**config.mk**
```make
export PLATFORM = sky130hd
export DESIGN_NAME = csconvert_mono_tile_flat
export DESIGN_NICKNAME = d
export VERILOG_FILES = /design/src/rtl/csconvert_mono_tile_if.sv /design/src/rtl/csconvert_mono_tile.sv /design/src/flat_wrapper.sv
export SDC_FILE = /design/constraint.sdc
export NUM_CORES = 1
export LEC_CHECK = 0
export BUFFER_PORTS_ARGS = -buffer_cell sky130_fd_sc_hd__buf_2
export CORE_MARGIN = 5
export CORE_UTILIZATION = 56
export CTS_BUF_LIST = sky130_fd_sc_hd__clkbuf_4 sky130_fd_sc_hd__clkbuf_8
export CTS_CLUSTER_SIZE = 25
export DETAILED_ROUTE_END_ITERATION = 6
export PLACE_DENSITY = 0.86
export SLEW_MARGIN = 10
export SYNTH_ARGS = -nofsm -noshare
export SYNTH_HDL_FRONTEND = slang
export SYNTH_SLANG_ARGS = --single-unit
```
**constraint.sdc**
```tcl
create_clock -name clk -period 3.8 [get_ports clk]
set_input_delay 0.19 -clock clk [delete_from_list [all_inputs] [get_ports clk]]
set_output_delay 0.19 -clock clk [all_outputs]
set_load 0.1 [all_outputs]
```
**src/rtl/csconvert_mono_tile_if.sv**
```systemverilog
// ---------------------------------------------------------------------------
// csconvert_mono_tile_if
//
// Purpose:
//   Bundles the pixel-source side and the Y tile memory write side of the
//   mono colour-space / tiling stage into one interface. Widths follow the
//   same parameters as the stage itself, so an instance must be created with
//   the same DATA_WIDTH / TILE_LOG2 / PAGES_LOG2 as the module it connects to.
//
// Signals:
//   en             block enable (low aborts any tile and holds idle)
//   din            raw pixel, scanline order
//   pre_first_in   one-cycle strobe; first pixel of a tile follows next cycle
//   y_out          converted pixel, valid while ywe
//   yaddr          tile memory write address {page, pixel index}
//   ywe            write enable for y_out / yaddr
//   pre_first_out  pre_first_in delayed one cycle
//   tile_done      pulse coincident with the last write of a tile
//   page           page currently being filled
//   overrun        pulse when a tile is restarted before completion
//
// Modports:
//   master  pixel source / testbench side (drives en, din, pre_first_in)
//   slave   the conversion stage (drives all write-side outputs)
// ---------------------------------------------------------------------------
interface csconvert_mono_tile_if #(
  parameter int DATA_WIDTH = 8,
  parameter int TILE_LOG2  = 4,
  parameter int PAGES_LOG2 = 1
);

  localparam int ADDR_WIDTH = PAGES_LOG2 + 2 * TILE_LOG2;

  logic                  en;
  logic [DATA_WIDTH-1:0] din;
  logic                  pre_first_in;

  logic [DATA_WIDTH-1:0] y_out;
  logic [ADDR_WIDTH-1:0] yaddr;
  logic                  ywe;
  logic                  pre_first_out;
  logic                  tile_done;
  logic [PAGES_LOG2-1:0] page;
  logic                  overrun;

  modport master (
    output en,
    output din,
    output pre_first_in,
    input  y_out,
    input  yaddr,
    input  ywe,
    input  pre_first_out,
    input  tile_done,
    input  page,
    input  overrun
  );

  modport slave (
    input  en,
    input  din,
    input  pre_first_in,
    output y_out,
    output yaddr,
    output ywe,
    output pre_first_out,
    output tile_done,
    output page,
    output overrun
  );

endinterface

```
**src/rtl/csconvert_mono_tile.sv**
```systemverilog
// ---------------------------------------------------------------------------
// csconvert_mono_tile
//
// Purpose:
//   Monochrome colour-space stage feeding the DCT. Raw pixels arrive in
//   scanline order after a pre_first_in strobe; each one is converted
//   (optionally offset-binary to two's complement) and written into a
//   page-buffered Y tile memory at {page, pixel index}. One square tile of
//   2^TILE_LOG2 x 2^TILE_LOG2 pixels is written per strobe. Completed tiles
//   advance the page so the DCT can read one page while the next is filled.
//   A strobe arriving mid-tile restarts the tile on the same page and flags
//   an overrun. All outputs are registered: a pixel captured in cycle T is
//   written in cycle T+1.
//
// Parameters:
//   DATA_WIDTH  pixel width in bits (>= 2)
//   TILE_LOG2   log2 of tile side
//   PAGES_LOG2  log2 of number of buffer pages
//   SIGNED_OUT  nonzero: invert MSB of each pixel; zero: pass through
//
// Ports:
//   clk   rising-edge clock
//   rst   synchronous, active-high reset (all state and outputs to 0)
//   bus   csconvert_mono_tile_if.slave: en, din, pre_first_in in;
//         y_out, yaddr, ywe, pre_first_out, tile_done, page, overrun out
// ---------------------------------------------------------------------------
module csconvert_mono_tile #(
  parameter int DATA_WIDTH = 8,
  parameter int TILE_LOG2  = 4,
  parameter int PAGES_LOG2 = 1,
  parameter int SIGNED_OUT = 1
) (
  input  logic                 clk,
  input  logic                 rst,
  csconvert_mono_tile_if.slave bus
);

  localparam int CNT_WIDTH  = 2 * TILE_LOG2;
  localparam int ADDR_WIDTH = PAGES_LOG2 + CNT_WIDTH;
  localparam logic [CNT_WIDTH-1:0] LAST_INDEX = '1;

  typedef enum logic {
    IDLE = 1'b0,
    RUN  = 1'b1
  } state_t;

  state_t                state;
  logic [CNT_WIDTH-1:0]  cnt;

  // fill_page is the page that captures are addressed to. It advances on the
  // capture of the last pixel, so a back-to-back tile's first pixel already
  // lands on the next page. The visible page output is this value delayed
  // by one cycle, which keeps it aligned with the registered write stream.
  logic [PAGES_LOG2-1:0] fill_page;

  logic [DATA_WIDTH-1:0] y_q;
  logic [ADDR_WIDTH-1:0] addr_q;
  logic                  ywe_q;
  logic                  pfo_q;
  logic                  done_q;
  logic                  ovr_q;
  logic [PAGES_LOG2-1:0] page_q;

  function automatic logic [DATA_WIDTH-1:0] conv(input logic [DATA_WIDTH-1:0] x);
    if (SIGNED_OUT != 0) begin
      return {~x[DATA_WIDTH-1], x[DATA_WIDTH-2:0]};
    end
    return x;
  endfunction

  always_ff @(posedge clk) begin
    if (rst) begin
      state     <= IDLE;
      cnt       <= '0;
      fill_page <= '0;
      y_q       <= '0;
      addr_q    <= '0;
      ywe_q     <= 1'b0;
      pfo_q     <= 1'b0;
      done_q    <= 1'b0;
      ovr_q     <= 1'b0;
      page_q    <= '0;
    end else begin
      ywe_q  <= 1'b0;
      done_q <= 1'b0;
      ovr_q  <= 1'b0;
      pfo_q  <= bus.en && bus.pre_first_in;
      page_q <= fill_page;

      if (!bus.en) begin
        // Abort: drop whatever tile was in progress but keep the page, so a
        // partial tile is simply overwritten by the next one.
        state <= IDLE;
        cnt   <= '0;
      end else begin
        case (state)
          IDLE: begin
            if (bus.pre_first_in) begin
              state <= RUN;
              cnt   <= '0;
            end
          end

          RUN: begin
            y_q    <= conv(bus.din);
            addr_q <= {fill_page, cnt};
            ywe_q  <= 1'b1;

            if (cnt == LAST_INDEX) begin
              done_q    <= 1'b1;
              fill_page <= fill_page + 1'b1;
              cnt       <= '0;
              // A strobe on the last pixel chains straight into the next tile.
              if (!bus.pre_first_in) begin
                state <= IDLE;
              end
            end else if (bus.pre_first_in) begin
              ovr_q <= 1'b1;
              cnt   <= '0;
            end else begin
              cnt <= cnt + 1'b1;
            end
          end

          default: begin
            state <= IDLE;
          end
        endcase
      end
    end
  end

  assign bus.y_out         = y_q;
  assign bus.yaddr         = addr_q;
  assign bus.ywe           = ywe_q;
  assign bus.pre_first_out = pfo_q;
  assign bus.tile_done     = done_q;
  assign bus.page          = page_q;
  assign bus.overrun       = ovr_q;

endmodule
```
**src/flat_wrapper.sv**
```systemverilog
// flat-port wrapper written by rule: the top's interface ports become plain ports
module csconvert_mono_tile_flat 
#(
  parameter int DATA_WIDTH = 8,
  parameter int TILE_LOG2  = 4,
  parameter int PAGES_LOG2 = 1,
  parameter int SIGNED_OUT = 1
)
  (clk, rst, bus_en, bus_din, bus_pre_first_in, bus_y_out, bus_yaddr, bus_ywe, bus_pre_first_out, bus_tile_done, bus_page, bus_overrun);
  csconvert_mono_tile_if #(.DATA_WIDTH(DATA_WIDTH), .TILE_LOG2(TILE_LOG2), .PAGES_LOG2(PAGES_LOG2)) bus_i ();
  input  logic clk;
  input  logic rst;
  input wire logic [$bits(bus_i.en)-1:0] bus_en;
  input wire logic [$bits(bus_i.din)-1:0] bus_din;
  input wire logic [$bits(bus_i.pre_first_in)-1:0] bus_pre_first_in;
  output wire logic [$bits(bus_i.y_out)-1:0] bus_y_out;
  output wire logic [$bits(bus_i.yaddr)-1:0] bus_yaddr;
  output wire logic [$bits(bus_i.ywe)-1:0] bus_ywe;
  output wire logic [$bits(bus_i.pre_first_out)-1:0] bus_pre_first_out;
  output wire logic [$bits(bus_i.tile_done)-1:0] bus_tile_done;
  output wire logic [$bits(bus_i.page)-1:0] bus_page;
  output wire logic [$bits(bus_i.overrun)-1:0] bus_overrun;
  assign bus_i.en = bus_en;
  assign bus_i.din = bus_din;
  assign bus_i.pre_first_in = bus_pre_first_in;
  assign bus_y_out = bus_i.y_out;
  assign bus_yaddr = bus_i.yaddr;
  assign bus_ywe = bus_i.ywe;
  assign bus_pre_first_out = bus_i.pre_first_out;
  assign bus_tile_done = bus_i.tile_done;
  assign bus_page = bus_i.page;
  assign bus_overrun = bus_i.overrun;
  csconvert_mono_tile #(.DATA_WIDTH(DATA_WIDTH), .TILE_LOG2(TILE_LOG2), .PAGES_LOG2(PAGES_LOG2), .SIGNED_OUT(SIGNED_OUT)) u_core (.clk(clk), .rst(rst), .bus(bus_i));
endmodule
```
# After elaboration in Yosys (flattened, before gate mapping)
# Cells that the tools add are included.
[classes] addsub=2 n_bitwise=3 n_eq_ne=2 reduce_logical=6 n_mux=13
[ops] cell="two-way mux 8 bit" count=4
[ops] cell="case mux 8 bit (2 select lines)" count=1
[ops] cell="adder 8 x 1 -> 8 bit, second input constant" count=1
[ops] cell="== test 8 bit, second input constant" count=1
[ops] cell="two-way mux 1 bit" count=7
[ops] cell="OR reduction 4 bit" count=1
[ops] cell="NOT 1 bit" count=3
[ops] cell="AND reduction 3 bit" count=1
[ops] cell="OR reduction 3 bit" count=1
[ops] cell="!= test 2 bit, second input constant" count=1
[ops] cell="case mux 1 bit (2 select lines)" count=1
[ops] cell="AND reduction 2 bit" count=1
[ops] cell="OR reduction 2 bit" count=1
[ops] cell="adder 1 bit, second input constant" count=1
[ops] cell="logical AND 1 bit" count=1
[word_totals] register_bits=32 output_inout_bits=22 input_bits=12 word_cells=36

# Longest topological paths before layout
# Gate-level depths: netlist of the first run.
[depth] ltp_word=4 ltp_mapped=6

# Least setup slack after synthesis of the first run
# No wires, ideal clock.
[synth_path] kind="reg2reg" startpoint="register u_core.cnt[0]" endpoint="register u_core.fill_page" setup_slack_ns=2.171 period_less_slack_ns=1.629 arrival_time_ns=1.570 t_required_ns=3.741 stages_incl_launch_ff=7 cell_sequence="dfxtp_1 ha_1 nand2_1 or3_1 buf_2 or4_1 nand2_1"
[synth_via] elab_chain_len=2
[synth_lines] element="from (decl)" line_no="csconvert_mono_tile.sv:48" rtl="logic [CNT_WIDTH-1:0] cnt;"
[synth_lines] element="from (signal assigned)" line_no="csconvert_mono_tile.sv:121" rtl="cnt <= cnt + 1'b1;"
[synth_lines] element="== test 8 bit" line_no="csconvert_mono_tile.sv:109" rtl="if (cnt == LAST_INDEX) begin"
[synth_lines] element="AND reduction 3 bit (no line)"
[synth_lines] element="to (signal assigned)" line_no="csconvert_mono_tile.sv:111" rtl="fill_page <= fill_page + 1'b1;"
[synth_lines] element="to (decl)" line_no="csconvert_mono_tile.sv:54" rtl="logic [PAGES_LOG2-1:0] fill_page;"
# Every way passes these cells.
# A chain may end at the register's enable or synchronous reset.

# Worst setup path in the final report of the first run
[layout_path] startpoint="register u_core.cnt[1]" endpoint="register u_core.fill_page"
# Same word-level chain as after synthesis.

==> results of run 1 <==
==> path summary, 6_finish.rpt <==
check / from / endpoint / cells past startpoint
worst max-delay path: u_core.cnt[1]$_SDFFE_PP0P_ / u_core.fill_page$_SDFFE_PP0P_ / 5
worst min-delay path: bus_din[7] / u_core.bus.y_out[7]$_SDFFE_PP0P_ / 2
worst max register to register: u_core.cnt[1]$_SDFFE_PP0P_ / u_core.fill_page$_SDFFE_PP0P_ / 5
worst min register to register: u_core.bus.y_out[3]$_SDFFE_PP0P_ / u_core.bus.y_out[3]$_SDFFE_PP0P_ / 2
==> metrics by stage <==
step | hold slack (ns) | power, mW | instances | utilization [%]
2_1_floorplan | 0.270 | 0.388 | 138 | -
3_3_place_gp | 0.375 | 0.398 | 188 | 66.8
3_5_place_dp | 0.376 | 0.399 | 188 | 66.8
4_1_cts | 0.0224 | 0.683 | 196 | 71.6
5_1_grt | 0.0242 | 0.704 | 196 | 71.6
6_report | 0.0392 | 0.676 | 196 | 71.6
==> power by group <==
group | switching, mW | internal (mW)
clock | 0.111 | 0.175
combinational | 0.0386 | 0.0101
sequential | 0.00313 | 0.339
total | 0.152 | 0.524
==> critical path: stages (launching register included) <==
cell	delay (ns)
dfxtp_1	0.41
ha_1	0.26
nand2_1	0.08
or3_1	0.48
or4_1	0.43
nand2_1	0.07
==> synth_stat cells, drive strengths merged <==
cell type,number,area (µm²)
a211oi,1,7.51
a21o,1,7.51
a21oi,22,110
a311oi,2,17.5
and2,1,6.26
and3,3,18.8
and3b,1,8.76
buf,6,26.3
clkbuf,4,15.0
dfxtp,32,641
ha,1,12.5
nand2,38,143
nand2b,2,12.5
nand3,4,20.0
nand3b,1,7.51
nand4,2,12.5
nor2,5,18.8
nor2b,1,6.26
nor3,1,5.00
o21ai,3,15.0
or3,2,12.5
or3b,1,8.76
or4,1,7.51
xor2,3,26.3
==> registers in the layout, indices dropped and copies added, names as in the netlist <==
register,flops
u_core.bus.ywe,1
u_core.cnt,8
u_core.bus.y_out,8
u_core.bus.overrun,1
u_core.bus.pre_first_out,1
u_core.bus.page,1
u_core.state,1
u_core.fill_page,1
u_core.bus.tile_done,1
u_core.bus.yaddr,9
==> area by class of cell <==
type | count | area [µm²]
Tap cell | 27 | 33.8
Fill cell | 170 | 563
Multi-Input combinational cell | 96 | 484
Timing Repair Buffer | 33 | 165
Clock inverter | 1 | 30.0
Sequential cell | 32 | 641
Clock buffer | 7 | 65.1
==> routing by layer <==
metal  track usage (%)  up-vias  share of wire [%]
li1                  -      524                  -
met1              18.1      470                 39
met2              30.2       34                 51
met3              7.89        7                7.6
met4              9.72        0                2.3
met5                 0        -                  0
==> layout by cell type (no fill, tap or decap) <==
master	instances
and3_1	3
a311oi_1	2
nand2_1	38
ha_1	1
xor2_1	3
a21oi_1	22
buf_2	33
nor2b_1	1
nor3_1	1
o21ai_0	3
a21o_1	1
dfxtp_1	32
or4_1	1
or3b_2	1
nand4_1	2
nand2b_1	2
a211oi_1	1
clkbuf_4	5
and2_1	1
and3b_1	1
nand3b_1	1
nand3_1	4
or3_1	2
clkbuf_8	2
bufinv_16	1
nor2_1	5
==> cell families after synthesis <==
| kind of cell | count (synthesis) | synth area share, % |
|---|---|---|
| flops | 32 | 54.9 |
| simple gates | 63 | 24.7 |
| compound gates | 29 | 13.5 |
| buf+inv | 10 | 3.54 |
| fa+ha+maj | 1 | 1.07 |
| xor+xnor | 3 | 2.25 |
==> flow_summary.toml, run 1 <==
[setup_path]
arrival_ns = 2.06
required_ns = 4.08
crit_type = "flip-flop to flip-flop"
cp-start-kind = "flip-flop"
critPathMaxFanout = 9
critPathCaptureType = "flip-flop"
r2r_setup_slack_ns = 2.01

[sta]
fmax_mhz = 560
max-slew-margin-rel_pct = 57.1
finalCritPeriodShare_pct = 47.0
setup_tns_ns = 0
setup_slack_ns = 2.01
timing.final.max_slew_violations = 0
worstMarginPinSlew_ns = 0.643
finalSetupViolCount = 0
period_needed_ns = 1.79
rsz0062_at_grt = "no"
hold_violations = 0
fin_skew_ns = 0.00523

[place]
placed_area_um2 = 1320
place.gp.congestion = 0.925
hpwl_mm = 1.80
portBuffers = 33
dp_slack_ns = 2.04

[layout]
antenna-diode-count = 0
nNetsFinal = 181
area_growth_pct = 21.7
drive_gt1_share_pct = 24.9
finalInstanceArea_um2 = 1420

[power]
power_density_nw_per_um2 = 477
p_leak_nw = 0.606
ir_worst_vdd_uv = 466

[min_path]
hp-class = "input pin to flip-flop"

[logic_synthesis]
syn_inst = 138
syn_nets = 151
ys_seq_area_share_pct = 54.9
synth_warnings = 0
syn_avg_cell_area_um2 = 8.45
synth_area_um2 = 1170
ys_ff_latch = 32
yosysUniqueCellTypes = 25

[cts]
cts.clk_slew.worst_paths_ns = 0.09
post_cts_buffers = 0
cts_tree = "built"
htreeDepth = 2
cts_buffer_depth = 2
cts_resized = 0
clkLatencyLatePin_ns = 0.33
numCtsBuffers = 5
ctsHoldBuffers = 0
cts-root-buf = "clkbuf_4"
cts.sinks = 32

[route]
drc_errors = 0
drt_iter0_drc = 20
routed_wl_mm = 2.50
avgRoutedWirePerCell_um = 12.8
postRouteAntennaNets = 0
via_count = 1035
vias_per_cell = 5.28
dr.pass1.iters = 4

[floorplanning]
initial_utilization_pct = 58.8
coreArea_um2 = 1980
die_h_um = 55.6
fp.dieArea_um2 = 3090
row_count = 16
io_pins = 34
die_w_um = 55.6

[global_routing]
grt_overflow = 0
grt_pass1_wl_mm = 4.33
grt_use_total_pct = 17.8
antenna_found_initial = 0
grt_max_degree = 24
grt_pass1_vias = 996

[status]
outcome = "finished, final reports clean"

[job]
cap_violations = 0
No activity file was read; power rests on OpenSTA's default activity.
==> run 2: changes to the inputs <==
- CORE_UTILIZATION: 56 -> 47
- PLACE_DENSITY: 0.86 -> 0.77
- clock period: 3.8 -> 1.55 ns (I/O delays scaled with it)
==> flow_summary.toml, run 2 (same netlist as run 1, synthesis figures left out) <==
[cts]
numCtsBuffers = 5
cts-root-buf = "clkbuf_4"
clkLatencyLatePin_ns = 0.34
cts.sinks = 32
htreeDepth = 2
cts_buffer_depth = 2
cts_tree = "built"
cts.clk_slew.worst_paths_ns = 0.09
post_cts_buffers = 0

[job]
cap_violations = 0

[route]
dr.pass1.iters = 5
drc_errors = 0
routed_wl_mm = 2.66
postRouteAntennaNets = 0
drt_iter0_drc = 48
via_count = 1102
vias_per_cell = 5.13
avgRoutedWirePerCell_um = 12.3

[power]
power_mw = 1.43
p_leak_nw = 0.662
ir_worst_vdd_uv = 732
power_density_nw_per_um2 = 926

[min_path]
hp-class = "input pin to flip-flop"
hold_path_end = "u_core.bus.pre_first_out$_SDFF_PP0_"
min-delay-start = "bus_en"
holdPathStages = 2

[setup_path]
crit_top_cell = "nand2_1"
path_cells = "ha_4 > nand2_1 > or3_1 > or4_1 > nand2_1"
critPathMaxFanout = 5
critPathSlowestCell = "or4_1"
rr_worst_depth = 5
r2r_setup_slack_ns = 0.09
rr_endpoint = "u_core.fill_page$_SDFFE_PP0P_"
required_ns = 1.83
worstReg2RegStart = "u_core.cnt[1]$_SDFFE_PP0P_"
critPathCaptureType = "flip-flop"
arrival_ns = 1.74
cpPeakStageDelay_ns = 0.40
crit_type = "flip-flop to flip-flop"
cp-start-kind = "flip-flop"

[sta]
fin_skew_ns = 0.00601
finalSetupViolCount = 0
setup_slack_ns = 0.0929
hold_violations = 0
timing.final.max_slew_violations = 0
fmax_mhz = 686
max-slew-margin-rel_pct = 67.0
finalCritPeriodShare_pct = 94.0
rsz0062_at_grt = "no"
worstMarginPinSlew_ns = 0.498
period_needed_ns = 1.46
setup_tns_ns = 0

[floorplanning]
initial_utilization_pct = 47.9
io_pins = 34
coreArea_um2 = 2430
row_count = 18
fp.dieArea_um2 = 3580
die_h_um = 59.8
die_w_um = 59.8

[global_routing]
grt_pass1_vias = 1055
grt_max_degree = 23
grt_use_total_pct = 16.2
grt_overflow = 0
grt_pass1_wl_mm = 4.35
antenna_found_initial = 0

[layout]
nNetsFinal = 198
layout_common_cells = "38 x nand2_1, 33 x buf_2, 30 x dfxtp_1, 22 x a21oi_1, 9 x dlygate4sd3_1"
largest_reg_flops = 9
area_growth_pct = 32.7
antenna-diode-count = 0
final_common_cell = "nand2_1"
drive_gt1_share_pct = 28.1

[place]
hpwl_mm = 1.82
portBuffers = 33
place.gp.congestion = 0.766
dp_slack_ns = 0.0829

[status]
outcome = "finished, final reports clean"
-- run 2: cell types whose count changed in the layout (fill, tap and decap cells not counted), sizes merged --
cell         delta
dlygate4sd3     +9
buf             +8
bufinv          -1
clkbuf          -1
clkinv          +1
-- run 2: through the flow --
| stage | util [%] | instance area, µm² | instances | hold WS (ns) |
|---|---|---|---|---|
| 3_3_place_gp | 57.7 | 1400 | 199 | 0.260 |
| 2_1_floorplan | - | 1180 | 138 | 0.158 |
| 5_1_grt | 63.6 | 1550 | 215 | 0.0690 |
| 3_5_place_dp | 57.7 | 1400 | 199 | 0.274 |
| 4_1_cts | 63.4 | 1540 | 215 | 0.0495 |
| 6_report | 63.6 | 1550 | 215 | 0.0512 |
-- run 2: critical path, delay by kind of cell (launching register included) --
kind,cells,cell delay (ns)
AND/OR/NAND/NOR,4,0.88
flip-flops,1,0.38
adder cells (fa/ha/maj),1,0.16
-- run 2: routing by layer --
layer,routed length (µm),GRT usage [%],vias up,part of all wire (%)
li1,-,-,557,-
met1,1100,17.0,499,41
met2,1270,28.4,37,48
met3,230,5.40,9,8.7
met4,53,8.54,0,2.0
met5,0,0,-,0
-- run 2: cell type report --
| type | instances | area (µm²) |
|---|---|---|
| Multi-Input combinational cell | 96 | 497 |
| Timing Repair Buffer | 50 | 315 |
| Clock inverter | 1 | 5.00 |
| Sequential cell | 32 | 648 |
| Tap cell | 30 | 37.5 |
| Fill cell | 198 | 885 |
| Clock buffer | 6 | 45.0 |
-- run 2: report_power, final --
part	leakage, nW	internal, mW	switching, mW	total [mW]
Combinational	0.370	0.0454	0.102	0.147
Clock	0.0315	0.184	0.268	0.452
Sequential	0.260	0.829	0.00558	0.834
Total	0.662	1.06	0.376	1.43
-- run 2: worst max-delay path by stage --
stage / startpoint / to / slack [ns] / cells after the start
after detailed placement: u_core.cnt[1]$_SDFFE_PP0P_ / u_core.fill_page$_SDFFE_PP0P_ / 0.08 / 5
after global routing: u_core.cnt[1]$_SDFFE_PP0P_ / u_core.fill_page$_SDFFE_PP0P_ / 0.005 / 6
after floorplan: u_core.cnt[1]$_SDFFE_PP0P_ / u_core.fill_page$_SDFFE_PP0P_ / 0.01 / 6
after CTS: u_core.cnt[1]$_SDFFE_PP0P_ / u_core.fill_page$_SDFFE_PP0P_ / 0.06 / 5
after global placement: u_core.cnt[1]$_SDFFE_PP0P_ / u_core.fill_page$_SDFFE_PP0P_ / 0.12 / 5
final: u_core.cnt[1]$_SDFFE_PP0P_ / u_core.fill_page$_SDFFE_PP0P_ / 0.09 / 5
-- run 2: timing repair --
item | in CTS | in global routing
hold buffers | 9 | 0
hold endpoints to repair | 9 | 0
gates resized for setup | 0 | 2
setup endpoints to repair | 0 | 1
